### config.mk
export PLATFORM = sky130hd
export DESIGN_NAME = if_id_pipe_reg_flat
export DESIGN_NICKNAME = d
export VERILOG_FILES = /design/src/rtl/if_id_pipe_reg_pkg.sv /design/src/rtl/if_id_pipe_reg_if.sv /design/src/rtl/if_id_pipe_reg_sat_counter.sv /design/src/rtl/if_id_pipe_reg.sv /design/src/flat_wrapper.sv
export SDC_FILE = /design/constraint.sdc
export NUM_CORES = 1
export LEC_CHECK = 0
export BUFFER_PORTS_ARGS = -buffer_cell sky130_fd_sc_hd__buf_2
export CAP_MARGIN = 20
export CORE_ASPECT_RATIO = 0.5
export CORE_MARGIN = 1
export CORE_UTILIZATION = 41
export CTS_BUF_LIST = sky130_fd_sc_hd__clkbuf_8
export CTS_CLUSTER_DIAMETER = 200
export DETAILED_ROUTE_END_ITERATION = 16
export PLACE_DENSITY_LB_ADDON = 0.2
export SETUP_SLACK_MARGIN = 0.4
export SLEW_MARGIN = 20
export SYNTH_ARGS = -nofsm -noshare
export SYNTH_HDL_FRONTEND = slang
export SYNTH_HIERARCHICAL = 1
export SYNTH_SLANG_ARGS = --single-unit
### constraint.sdc
create_clock -name clk -period 1.3 [get_ports clk]
set_input_delay 0.26 -clock clk [delete_from_list [all_inputs] [get_ports clk]]
set_output_delay 0.26 -clock clk [all_outputs]
set_load 0.02 [all_outputs]
### src/rtl/if_id_pipe_reg_pkg.sv
// Shared pipeline types for the RV32I core: datapath width, the canonical NOP,
// IF/ID control states and the per-stage payload struct.
package riscv_pipe_pkg;

    localparam int XLEN = 32;
    localparam logic [XLEN-1:0] NOP_INSTR = 32'h0000_0013;

    typedef enum logic [1:0] {
        RUN    = 2'd0,
        HOLD   = 2'd1,
        SQUASH = 2'd2
    } ifid_state_t;

    typedef struct packed {
        logic [XLEN-1:0] pc;
        logic [XLEN-1:0] instr;
        logic            valid;
    } if_id_t;

endpackage

### src/rtl/if_id_pipe_reg_if.sv
// Fetch/hazard-side bundle into the IF/ID register and its decode-side results.
// master = fetch + hazard unit + decode consumer, slave = the IF/ID register.
interface if_id_pipe_reg_if #(
    parameter int XLEN  = 32,
    parameter int CNT_W = 16
);
    logic [XLEN-1:0]  if_pc;
    logic [XLEN-1:0]  if_instr;
    logic             if_valid;
    logic             IF_ID_Write;
    logic             flush;
    logic [XLEN-1:0]  id_pc;
    logic [XLEN-1:0]  id_instr;
    logic             id_valid;
    logic             stalled;
    logic             stall_err;
    logic [CNT_W-1:0] stall_cnt;
    logic [CNT_W-1:0] flush_cnt;

    modport master (
        output if_pc, if_instr, if_valid, IF_ID_Write, flush,
        input  id_pc, id_instr, id_valid, stalled, stall_err, stall_cnt, flush_cnt
    );

    modport slave (
        input  if_pc, if_instr, if_valid, IF_ID_Write, flush,
        output id_pc, id_instr, id_valid, stalled, stall_err, stall_cnt, flush_cnt
    );
endinterface

### src/rtl/if_id_pipe_reg_sat_counter.sv
// Saturating up-counter with synchronous clear; sticks at MAX instead of wrapping.
module sat_counter #(
    parameter int               WIDTH = 16,
    parameter logic [WIDTH-1:0] MAX   = '1
) (
    input  logic             clk,
    input  logic             rst_n,
    input  logic             i_inc,
    input  logic             i_clear,
    output logic [WIDTH-1:0] o_count
);

    logic [WIDTH-1:0] r_count;

    always_ff @(posedge clk) begin
        if (!rst_n) begin
            r_count <= '0;
        end else if (i_clear) begin
            r_count <= '0;
        end else if (i_inc && (r_count != MAX)) begin
            r_count <= r_count + 1'b1;
        end
    end

    assign o_count = r_count;

endmodule

### src/rtl/if_id_pipe_reg.sv
// IF/ID pipeline register with stall hold, flush-to-bubble and stall watchdog.
// Define IF_ID_PERF_CNT_EN to build the saturating stall/flush performance counters.
module if_id_pipe_reg
    import riscv_pipe_pkg::*;
#(
    parameter int              XLEN          = riscv_pipe_pkg::XLEN,
    parameter logic [XLEN-1:0] NOP_INSTR     = riscv_pipe_pkg::NOP_INSTR,
    parameter int              STALL_TIMEOUT = 8,
    parameter int              CNT_W         = 16
) (
    input  logic                clk,
    input  logic                rst_n,
    if_id_pipe_reg_if.slave     bus
);

    localparam int RUN_W = $clog2(STALL_TIMEOUT + 1);

    ifid_state_t       r_state;
    ifid_state_t       w_next;
    logic [XLEN-1:0]   r_id_pc;
    logic [XLEN-1:0]   r_id_instr;
    logic              r_id_valid;
    logic              r_stall_err;
    logic              w_stall_cond;
    logic              w_run_inc;
    logic              w_run_hit;
    logic [RUN_W-1:0]  w_run_cnt;

    assign w_stall_cond = !bus.IF_ID_Write && !bus.flush;

    always_ff @(posedge clk) begin
        if (!rst_n) begin
            r_state <= RUN;
        end else begin
            r_state <= w_next;
        end
    end

    always_comb begin
        w_next = r_state;
        case (r_state)
            HOLD: begin
                if (bus.flush)            w_next = SQUASH;
                else if (bus.IF_ID_Write) w_next = RUN;
                else                      w_next = HOLD;
            end
            default: begin
                if (bus.flush)             w_next = SQUASH;
                else if (!bus.IF_ID_Write) w_next = HOLD;
                else                       w_next = RUN;
            end
        endcase
    end

    always_ff @(posedge clk) begin
        if (!rst_n) begin
            r_id_pc    <= '0;
            r_id_instr <= NOP_INSTR;
            r_id_valid <= 1'b0;
        end else if (bus.flush) begin
            r_id_pc    <= bus.if_pc;
            r_id_instr <= NOP_INSTR;
            r_id_valid <= 1'b0;
        end else if (bus.IF_ID_Write) begin
            r_id_pc    <= bus.if_pc;
            r_id_instr <= bus.if_valid ? bus.if_instr : NOP_INSTR;
            r_id_valid <= bus.if_valid;
        end
    end

    // Run length counts every edge that lands in HOLD; anything else ends the run.
    assign w_run_inc = (w_next == HOLD);
    assign w_run_hit = w_run_inc && (w_run_cnt >= RUN_W'(STALL_TIMEOUT - 1));

    sat_counter #(
        .WIDTH (RUN_W),
        .MAX   (RUN_W'(STALL_TIMEOUT))
    ) u_run_cnt (
        .clk     (clk),
        .rst_n   (rst_n),
        .i_inc   (w_run_inc),
        .i_clear (!w_run_inc),
        .o_count (w_run_cnt)
    );

    always_ff @(posedge clk) begin
        if (!rst_n) begin
            r_stall_err <= 1'b0;
        end else if (w_run_hit) begin
            r_stall_err <= 1'b1;
        end
    end

`ifdef IF_ID_PERF_CNT_EN
    sat_counter #(
        .WIDTH (CNT_W)
    ) u_stall_cnt (
        .clk     (clk),
        .rst_n   (rst_n),
        .i_inc   (w_stall_cond),
        .i_clear (1'b0),
        .o_count (bus.stall_cnt)
    );

    sat_counter #(
        .WIDTH (CNT_W)
    ) u_flush_cnt (
        .clk     (clk),
        .rst_n   (rst_n),
        .i_inc   (bus.flush),
        .i_clear (1'b0),
        .o_count (bus.flush_cnt)
    );
`else
    assign bus.stall_cnt = {CNT_W{w_stall_cond & 1'b0}};
    assign bus.flush_cnt = '0;
`endif

    assign bus.id_pc     = r_id_pc;
    assign bus.id_instr  = r_id_instr;
    assign bus.id_valid  = r_id_valid;
    assign bus.stalled   = (r_state == HOLD);
    assign bus.stall_err = r_stall_err;

endmodule

### src/flat_wrapper.sv
// flat-port wrapper written by rule: the top's interface ports become plain ports
module if_id_pipe_reg_flat import riscv_pipe_pkg::*;
#(
    parameter int              XLEN          = riscv_pipe_pkg::XLEN,
    parameter logic [XLEN-1:0] NOP_INSTR     = riscv_pipe_pkg::NOP_INSTR,
    parameter int              STALL_TIMEOUT = 8,
    parameter int              CNT_W         = 16
)
  (clk, rst_n, bus_if_pc, bus_if_instr, bus_if_valid, bus_IF_ID_Write, bus_flush, bus_id_pc, bus_id_instr, bus_id_valid, bus_stalled, bus_stall_err, bus_stall_cnt, bus_flush_cnt);
  if_id_pipe_reg_if #(.XLEN(XLEN), .CNT_W(CNT_W)) bus_i ();
  input  logic clk;
  input  logic rst_n;
  input wire logic [$bits(bus_i.if_pc)-1:0] bus_if_pc;
  input wire logic [$bits(bus_i.if_instr)-1:0] bus_if_instr;
  input wire logic [$bits(bus_i.if_valid)-1:0] bus_if_valid;
  input wire logic [$bits(bus_i.IF_ID_Write)-1:0] bus_IF_ID_Write;
  input wire logic [$bits(bus_i.flush)-1:0] bus_flush;
  output wire logic [$bits(bus_i.id_pc)-1:0] bus_id_pc;
  output wire logic [$bits(bus_i.id_instr)-1:0] bus_id_instr;
  output wire logic [$bits(bus_i.id_valid)-1:0] bus_id_valid;
  output wire logic [$bits(bus_i.stalled)-1:0] bus_stalled;
  output wire logic [$bits(bus_i.stall_err)-1:0] bus_stall_err;
  output wire logic [$bits(bus_i.stall_cnt)-1:0] bus_stall_cnt;
  output wire logic [$bits(bus_i.flush_cnt)-1:0] bus_flush_cnt;
  assign bus_i.if_pc = bus_if_pc;
  assign bus_i.if_instr = bus_if_instr;
  assign bus_i.if_valid = bus_if_valid;
  assign bus_i.IF_ID_Write = bus_IF_ID_Write;
  assign bus_i.flush = bus_flush;
  assign bus_id_pc = bus_i.id_pc;
  assign bus_id_instr = bus_i.id_instr;
  assign bus_id_valid = bus_i.id_valid;
  assign bus_stalled = bus_i.stalled;
  assign bus_stall_err = bus_i.stall_err;
  assign bus_stall_cnt = bus_i.stall_cnt;
  assign bus_flush_cnt = bus_i.flush_cnt;
  if_id_pipe_reg #(.XLEN(XLEN), .NOP_INSTR(NOP_INSTR), .STALL_TIMEOUT(STALL_TIMEOUT), .CNT_W(CNT_W)) u_core (.clk(clk), .rst_n(rst_n), .bus(bus_i));
endmodule
# After elaboration in Yosys (flattened, before gate mapping)
# Index checks and enable logic that the tools add are counted.
# Widths: inputs -> output; s select.
dict set report op_classes {
  magnitude_cmp 1
  bitwise_logic 1
  n_reduce_logical 5
  add_sub_neg 1
  eq_ne 3
  multipliers 0
  shift 0
  div_mod_pow 0
  n_mux 5
}
# op count
set op_table {}
lappend op_table {{$mux 32} 3}
lappend op_table {{$add 4x1->4 const B} 1}
lappend op_table {{$eq 2x1->1 const B} 2}
lappend op_table {{$ge 4x3->1 const B} 1}
lappend op_table {{$ne 4x4->1 const B} 1}
lappend op_table {{$logic_and 1x1->1} 2}
lappend op_table {{$mux 2} 1}
lappend op_table {{$reduce_and 2->1} 1}
lappend op_table {{$reduce_bool 2->1} 1}
lappend op_table {{$reduce_or 2->1} 1}
lappend op_table {{$mux 1} 1}
lappend op_table {{$not 1->1} 1}
dict set report word_totals {
  in_bits 69
  output_inout_bits 99
  wordCells 22
  rom_bits 0
  mem_bits_rw 0
  latchBits 0
  regBits 72
  mem_count 0
}

# Depth between registers and ports, before layout
# Gate-level depths: netlist (run 1).
dict set report logic_depth {
  word_depth 4
  mapped_depth 6
  mapped_depth_nobuf 5
}

# Modules after synthesis
# Netlist (run 1), hierarchy kept.
# module area_each_um2 seq_area_each_um2 cells_each instances
set by_module_without_submodules {}
lappend by_module_without_submodules {if_id_pipe_reg 2802.7 1361.3 265 1}
lappend by_module_without_submodules {sat_counter 205.2 80.1 24 1}

# Worst setup path after synthesis (run 1)
# OpenSTA, ideal clock, no wires.
dict set report synth_path {
  kind {input to register}
  from {in bus_flush}
  to {reg u_core.u_run_cnt.r_count[0] (netlist: u_core/u_run_cnt/o_count[0])}
  stages 6
  arrival_time_ns 1.280
  n_path_buf 1
  required_time_ns 1.230
  path_slack_ns -0.050
  setup_ns 0.070
  cell_sequence {buf_2 -> or2_2 -> inv_1 -> inv_1 -> or3_1 -> a21oi_1}
}
dict set report synth_via {
  elab_chain_cells 3
  word_cells_on_any_way 4
  cone_classes {eq/ne (1); mux (1); reduce/logical (2)}
}
# element line_no
set synth_rtl {}
lappend synth_rtl {{start, declared} flat_wrapper.sv:17} ;# input wire logic [$bits(bus_i.flush)-1:0] bus_flush;
lappend synth_rtl {{$mux 2 *} if_id_pipe_reg.sv:48} ;# if (bus.flush) w_next = SQUASH;
lappend synth_rtl {{$eq 2x1->1 *} if_id_pipe_reg.sv:72} ;# assign w_run_inc = (w_next == HOLD);
lappend synth_rtl {{via u_core.w_run_inc} if_id_pipe_reg.sv:25} ;# logic w_run_inc;
lappend synth_rtl {{$reduce_and 2->1 (no line) or $logic_and 1x1->1 (tied branches)} --}
lappend synth_rtl {{end signal, assigned} if_id_pipe_reg_sat_counter.sv:21} ;# r_count <= r_count + 1'b1;
lappend synth_rtl {{end, declared} if_id_pipe_reg_sat_counter.sv:13} ;# logic [WIDTH-1:0] r_count;
# The timed path passes the listed nets; every way through them passes the cells marked *.
# A chain may end at the register's enable or synchronous reset.

# Final worst setup path (run 1)
dict set report layout_path {
  from {reg u_core.u_run_cnt.r_count[1] (netlist: u_core/u_run_cnt/o_count[1])}
  to {reg u_core.u_run_cnt.r_count[0] (netlist: u_core/u_run_cnt/o_count[0])}
}
dict set report layout_via {
  elab_chain_cells 2
}
# element line_no
set layout_rtl {}
lappend layout_rtl {{$ne 4x4->1} if_id_pipe_reg_sat_counter.sv:20} ;# end else if (i_inc && (r_count != MAX)) begin
lappend layout_rtl {{$logic_and 1x1->1} if_id_pipe_reg_sat_counter.sv:20}
# No other way between the ends.

==> flow_summary.json, run 1 <==
{
  "ff_latch_area_mm2": 0.00153,
  "numClockSinks": 72,
  "drtIter0Drc": 91,
  "grt_max_degree": 39,
  "hold_viol_final": 0,
  "syn_to_final_growth_pct": 49.6,
  "dr.pass1.iters": 4,
  "synth_cell_types": 36,
  "die_w_um": 123,
  "yosysTopAreaCell": "dfxtp_1",
  "synth_flop_cell": "dfxtp_1",
  "post-route-period-util_pct": 95.5,
  "gr-usage-all-layers_pct": 18.0,
  "grt_antenna_before_repair": 0,
  "syn_inst": 289,
  "vdd_drop_max_mv": 0.535,
  "rows": 21,
  "ctsHoldBuffers": 0,
  "yosys.area_share.simple_pct": 12.6,
  "dp_slack_ns": 0.00223,
  "grt_pass1_vias": 2345,
  "final.setup.worst_slack_ns": 0.0582,
  "setup_tns_ns": 0,
  "drive_above_1_share_pct": 65.6,
  "synth_top_family_by_area": "compound AO/OA/AOI/OAI gates",
  "nFillCells": 544,
  "setup.worst_path.end_class": "flop",
  "worst_setup_path_start_kind": "flop",
  "pin_count": 168,
  "synthAdderAreaFrac_pct": 0.832,
  "cp.arrival_ns": 1.52,
  "ant_nets": 0,
  "max_freq_ghz": 0.805,
  "final_cell_mix": "buf_2, buf_6, dfxtp_2",
  "dp_cells": 501,
  "hold_class": "input port to flop",
  "drc": 0,
  "fin_crit_ns": 1.24,
  "final_nets": 502,
  "netlist_area_mm2": 0.00301,
  "crit_required_ns": 1.58,
  "dr_total_vias": 2582,
  "synth_top_area_share_pct": 47.9,
  "place_area_mm2": 0.00361,
  "drv_slew": 0,
  "viasPerCell": 4.89,
  "start_util_pct": 43.7,
  "clk_latency_ns": 0.35,
  "worst-setup-path-type": "flop to flop",
  "cts_inserted_buffers": 9,
  "yosys_register_bits": 72,
  "async_flop_share_pct": 0,
  "wl_per_cell_um": 13.6,
  "diodes": 0,
  "routabilityCongestion": 0.718,
  "h-tree-depth": 3,
  "multi_input_area_mm2": 0.00135,
  "cts_tree": "yes",
  "drv_cap": 0,
  "synthXorXnorAreaFrac_pct": 0.291,
  "design.core.area_mm2": 0.00688,
  "synth_area_leaders": "dfxtp_1, buf_4, a22o_1",
  "final_cell_area_mm2": 0.00450,
  "synth_edf_count": 0,
  "rsz0062_at_grt": "yes",
  "hold_slack_ns": 0.127,
  "synthMuxAreaShare_pct": 0,
  "grt_pass1_wl_um": 10700,
  "die_h_um": 62.6,
  "cp_max_fo": 4,
  "p_leak_nw": 1.95,
  "ys_seq_area_share_pct": 47.9,
  "power_density_mw_per_mm2": 1070,
  "setup_viol": 0,
  "postSynthAreaPerCell_um2": 10.4,
  "clkSlewWorstSetupHoldPaths_ns": 0.07,
  "layout.cells.non_filler": 528,
  "die_area_mm2": 0.00770,
  "hpwl_um": 4530,
  "routed_wl_um": 7160,
  "overflow": 0,
  "port_buffers": 135,
  "cts-root-buf": "clkbuf_8",
  "cts.path.max_buffers": 2,
  "synth_compound_area_share_pct": 22.6,
  "skew_ns": 0.00343,
  "status": "completed",
  "yosysWarnings": 6
}
-- path summary, 6_finish.rpt --
kind                                                                from                                  endpoint  slack [ns]  cells after the start
worst max-delay path            u_core/u_run_cnt/o_count[1]$_SDFFE_PP0P_  u_core/u_run_cnt/o_count[0]$_SDFFE_PP0P_        0.06                      5
worst min-delay path                                     bus_if_instr[6]       u_core/bus.id_instr[6]$_SDFFE_PP0P_        0.13                      2
worst max register to register  u_core/u_run_cnt/o_count[1]$_SDFFE_PP0P_  u_core/u_run_cnt/o_count[0]$_SDFFE_PP0P_        0.06                      5
worst min register to register          u_core/bus.id_valid$_SDFFE_PP0P_          u_core/bus.id_valid$_SDFFE_PP0P_        0.47                      1
-- per-stage QoR --
step | total power, W | util, %
2_1_floorplan | 0.00287 | -
3_3_place_gp | 0.00298 | 52.5
3_5_place_dp | 0.00300 | 52.5
4_1_cts | 0.00483 | 63.7
5_1_grt | 0.00503 | 65.4
6_report | 0.00480 | 65.4
-- power by group --
part	switching [W]	leakage [nW]	total [W]	internal (W)
registers	0.0000586	0.615	0.00236	0.00230
logic	0.000414	1.24	0.000769	0.000355
clock network	0.000803	0.0985	0.00167	0.000867
-- worst max-delay path, cell delays in order, from the launching register on --
cell	delay, ns
dfxtp_4	0.37
inv_4	0.04
ha_4	0.14
and3b_1	0.19
or3_1	0.32
a21oi_2	0.12
-- final cells by class --
| class | instances | share of cell area (%) |
|---|---|---|
| Inverter | 7 | 0.973 |
| Tap cell | 92 | 2.56 |
| Clock inverter | 7 | 1.39 |
| Sequential cell | 72 | 34.0 |
| Timing Repair Buffer | 154 | 28.1 |
| Multi-Input combinational cell | 186 | 30.0 |
| Clock buffer | 9 | 2.75 |
| Timing Repair inverter | 1 | 0.195 |
-- synth_stat cells (all sizes together), types with 2 or more instances --
master	n
dfxtp	72
inv	6
a22o	29
o21ai	34
buf	44
nand2	2
or3b	33
o22a	3
a21oi	35
ha	2
clkbuf	11
-- state kept, by name (all words and copies together) (netlist names) --
name,cells
u_core/u_run_cnt/o_count,4
u_core/bus.id_pc,32
u_core/r_state,2
u_core/bus.id_instr,32
u_core/bus.stall_err,1
u_core/bus.id_valid,1
-- timing repair --
item	CTS	global route
setup buffers	6	4
pin swaps	10	31
setup endpoints to repair	76	105
resized for setup	205	21
cloned	0	1
-- per-layer routing --
| layer | track usage, % | vias to the layer above | share of wire (%) |
|---|---|---|---|
| met5 | 0 | - | 0 |
| met4 | 5.72 | 0 | 0.95 |
| met3 | 7.48 | 7 | 6.7 |
| met2 | 30.9 | 101 | 49 |
| met1 | 20.1 | 1219 | 43 |
| li1 | - | 1255 | - |
-- logic make-up (layout without fill, tap and decap cells) --
logic type,after synthesis,count (layout)
AO/OA/AOI/OAI,105,105
flip-flops,72,72
buffers and inverters,62,178
AND/OR/NAND/NOR,46,46
adder cells (fa/ha/maj),2,2
other,1,32
XOR/XNOR,1,1
No activity file was read; power rests on OpenSTA's default activity.
==> run 2: changes to the inputs <==
ABC_AREA = 1   (was unset)
REMOVE_ABC_BUFFERS = 1   (was unset)
==> run 2 against run 1 <==
Net effect:
- first-iteration DRC count is 45% higher
- die area is 0.85% lower
- clock power hardly changed
- synthesized cell count up 49%
- clock skew grew 0.0023 ns
- sequential cell count unchanged
- register-to-register slack gained 0.20 ns
- count of clock-buffer cells in the layout is the same
- utilization increased by 0.72 points
- worst hold slack worse by 0.025 ns
- critical endpoint is now bus_stalled
==> flow_summary.json, run 2 <==
{
  "final_cell_mix": "nand2_1, nor2_1, buf_6",
  "ys_seq_area_share_pct": 48.3,
  "fin_crit_ns": 1.18,
  "p_leak_nw": 2.37,
  "drc": 0,
  "synth_cell_types": 18,
  "final_cell_area_mm2": 0.00453,
  "synth_edf_count": 0,
  "hold_class": "input port to flop",
  "clk_latency_ns": 0.34,
  "skew_ns": 0.00572,
  "ff2ff_path_depth": 7,
  "cts-root-buf": "clkbuf_8",
  "routabilityCongestion": 0.775,
  "pin_count": 168,
  "die_h_um": 62.3,
  "mostFrequentLayoutCell": "nand2_1",
  "grt_max_degree": 33,
  "cp_max_fo": 1,
  "synth_top_area_share_pct": 48.3,
  "viasPerCell": 4.15,
  "cts.path.max_buffers": 2,
  "die_area_mm2": 0.00764,
  "numClockSinks": 72,
  "postSynthAreaPerCell_um2": 6.90,
  "synth.top_cells.by_count": "nand2_1, nor2_1, dfxtp_1, inv_1, buf_4",
  "yosysWarnings": 6,
  "hp-start": "bus_if_instr[30]",
  "setup_viol": 0,
  "layout.cells.non_filler": 676,
  "reg2reg_from": "u_core/u_run_cnt/o_count[0]$_SDFFE_PP0P_",
  "diodes": 0,
  "crit_required_ns": 1.04,
  "design.core.area_mm2": 0.00686,
  "vdd_drop_max_mv": 0.534,
  "hpwl_um": 4350,
  "netlist_area_mm2": 0.00298,
  "place_area_mm2": 0.00366,
  "grt_antenna_before_repair": 0,
  "cts_tree": "yes",
  "async_flop_share_pct": 0,
  "clkSlewWorstSetupHoldPaths_ns": 0.08,
  "drv_slew": 0,
  "port_buffers": 135,
  "synth_flop_cell": "dfxtp_1",
  "drtIter0Drc": 132,
  "ctsHoldBuffers": 0,
  "cp.arrival_ns": 0.92,
  "dp_cells": 649,
  "start_util_pct": 43.5,
  "hold_viol_final": 0,
  "post-route-period-util_pct": 90.8,
  "worstSetupEndpoint": "bus_stalled",
  "rows": 21,
  "synth_area_leaders": "dfxtp_1, nand2_1, nor2_1",
  "r2r_end": "u_core/u_run_cnt/o_count[1]$_SDFFE_PP0P_",
  "ant_nets": 0,
  "syn_to_final_growth_pct": 52.0,
  "h-tree-depth": 3,
  "max_freq_ghz": 0.847,
  "worst_setup_path_start_kind": "flop",
  "power_density_mw_per_mm2": 1080,
  "gr-usage-all-layers_pct": 19.2,
  "nFillCells": 605,
  "yosysTopAreaCell": "dfxtp_1",
  "cts_inserted_buffers": 9,
  "status": "completed",
  "yosys_register_bits": 72,
  "total_power_w": 0.00488,
  "worst-setup-path-type": "flop to output pin",
  "dr_total_vias": 2808,
  "rsz0062_at_grt": "yes",
  "synth_most_common_cell": "nand2_1",
  "routed_wl_um": 6750,
  "setup.worst_path.end_class": "output pin",
  "final_nets": 651,
  "dr.pass1.iters": 4,
  "syn_inst": 432,
  "reg2reg_slack_ns": 0.26,
  "drive_above_1_share_pct": 44.7,
  "wl_per_cell_um": 9.98,
  "grt_pass1_vias": 2651,
  "drv_cap": 0,
  "worstSetupStartpoint": "u_core/r_state[0]$_SDFF_PN0_",
  "grt_pass1_wl_um": 11400,
  "die_w_um": 123,
  "overflow": 0
}
-- run 2: report_power, final --
part | switching (W) | total [W] | internal, W
Sequential | 0.0000674 | 0.00239 | 0.00232
Combinational | 0.000451 | 0.000814 | 0.000363
Clock | 0.000807 | 0.00167 | 0.000868
Total | 0.00133 | 0.00488 | 0.00355
-- run 2: logic make-up (layout without fill, tap and decap cells) --
kind of cell / Yosys count / in the layout / synth area share, %
other: 1 / 32 / 0.126
buffers and inverters: 96 / 217 / 16.8
adders and majority gates: 2 / 2 / 0.839
DFF: 72 / 72 / 48.3
and+or+nand+nor: 255 / 255 / 32.7
AOI/OAI and AO/OA: 6 / 6 / 1.22
-- run 2: repair_timing --
| item | in CTS | in global routing |
|---|---|---|
| endpoints found under the setup margin | 71 | 100 |
| buffers inserted | 7 | 5 |
| gates resized for setup | 219 | 12 |
| pin swaps | 6 | 4 |
-- run 2: metrics by stage --
stage               utilization [%]  hold WS [ns]  setup TNS, ns  setup WS (ns)
floorplan                         -         0.353         -60.13          -1.64
global placement               53.4         0.424              0          0.101
detailed placement             53.4         0.435              0         0.0736
CTS                            65.1        0.0693              0          0.102
global route                   66.1        0.0791              0         0.0364
finish                         66.1         0.102              0          0.120
-- run 2: critical path, stage by stage (launching register included) --
cell     delay [ns]
dfxtp_1        0.31
inv_1          0.03
nor2_1         0.08
buf_4          0.15
-- run 2: routing by layer --
metal | wire (µm) | GRT usage [%] | up-vias
li1 | - | - | 1487
met1 | 3010 | 21.2 | 1209
met2 | 3180 | 33.3 | 105
met3 | 492 | 7.08 | 7
met4 | 66 | 7.16 | 0
met5 | 0 | 0 | -
-- run 2: how the worst min path moves through the flow --
stage                                                       to  slack (ns)  depth (start not counted)
final                     u_core/bus.id_instr[30]$_SDFFE_PP0P_        0.10                          3
after global routing      u_core/bus.id_instr[10]$_SDFFE_PP0P_        0.08                          3
after CTS                 u_core/bus.id_instr[11]$_SDFFE_PP0P_        0.07                          3
after detailed placement   u_core/bus.id_instr[3]$_SDFFE_PP0P_        0.43                          2
after global placement        u_core/bus.id_valid$_SDFFE_PP0P_        0.42                          2
after floorplan                   u_core/r_state[1]$_SDFF_PN0_        0.35                          2
-- run 2: layout make-up --
type / count / area [µm²] / area share, %
well taps: 92 / 115 / 2.54
flip-flops and latches: 72 / 1530 / 33.7
clock buffers: 9 / 124 / 2.73
repair buffers: 155 / 1280 / 28.3
inverters: 47 / 179 / 3.95
clock inverters: 6 / 61.3 / 1.35
multi-input cells: 295 / 1240 / 27.4
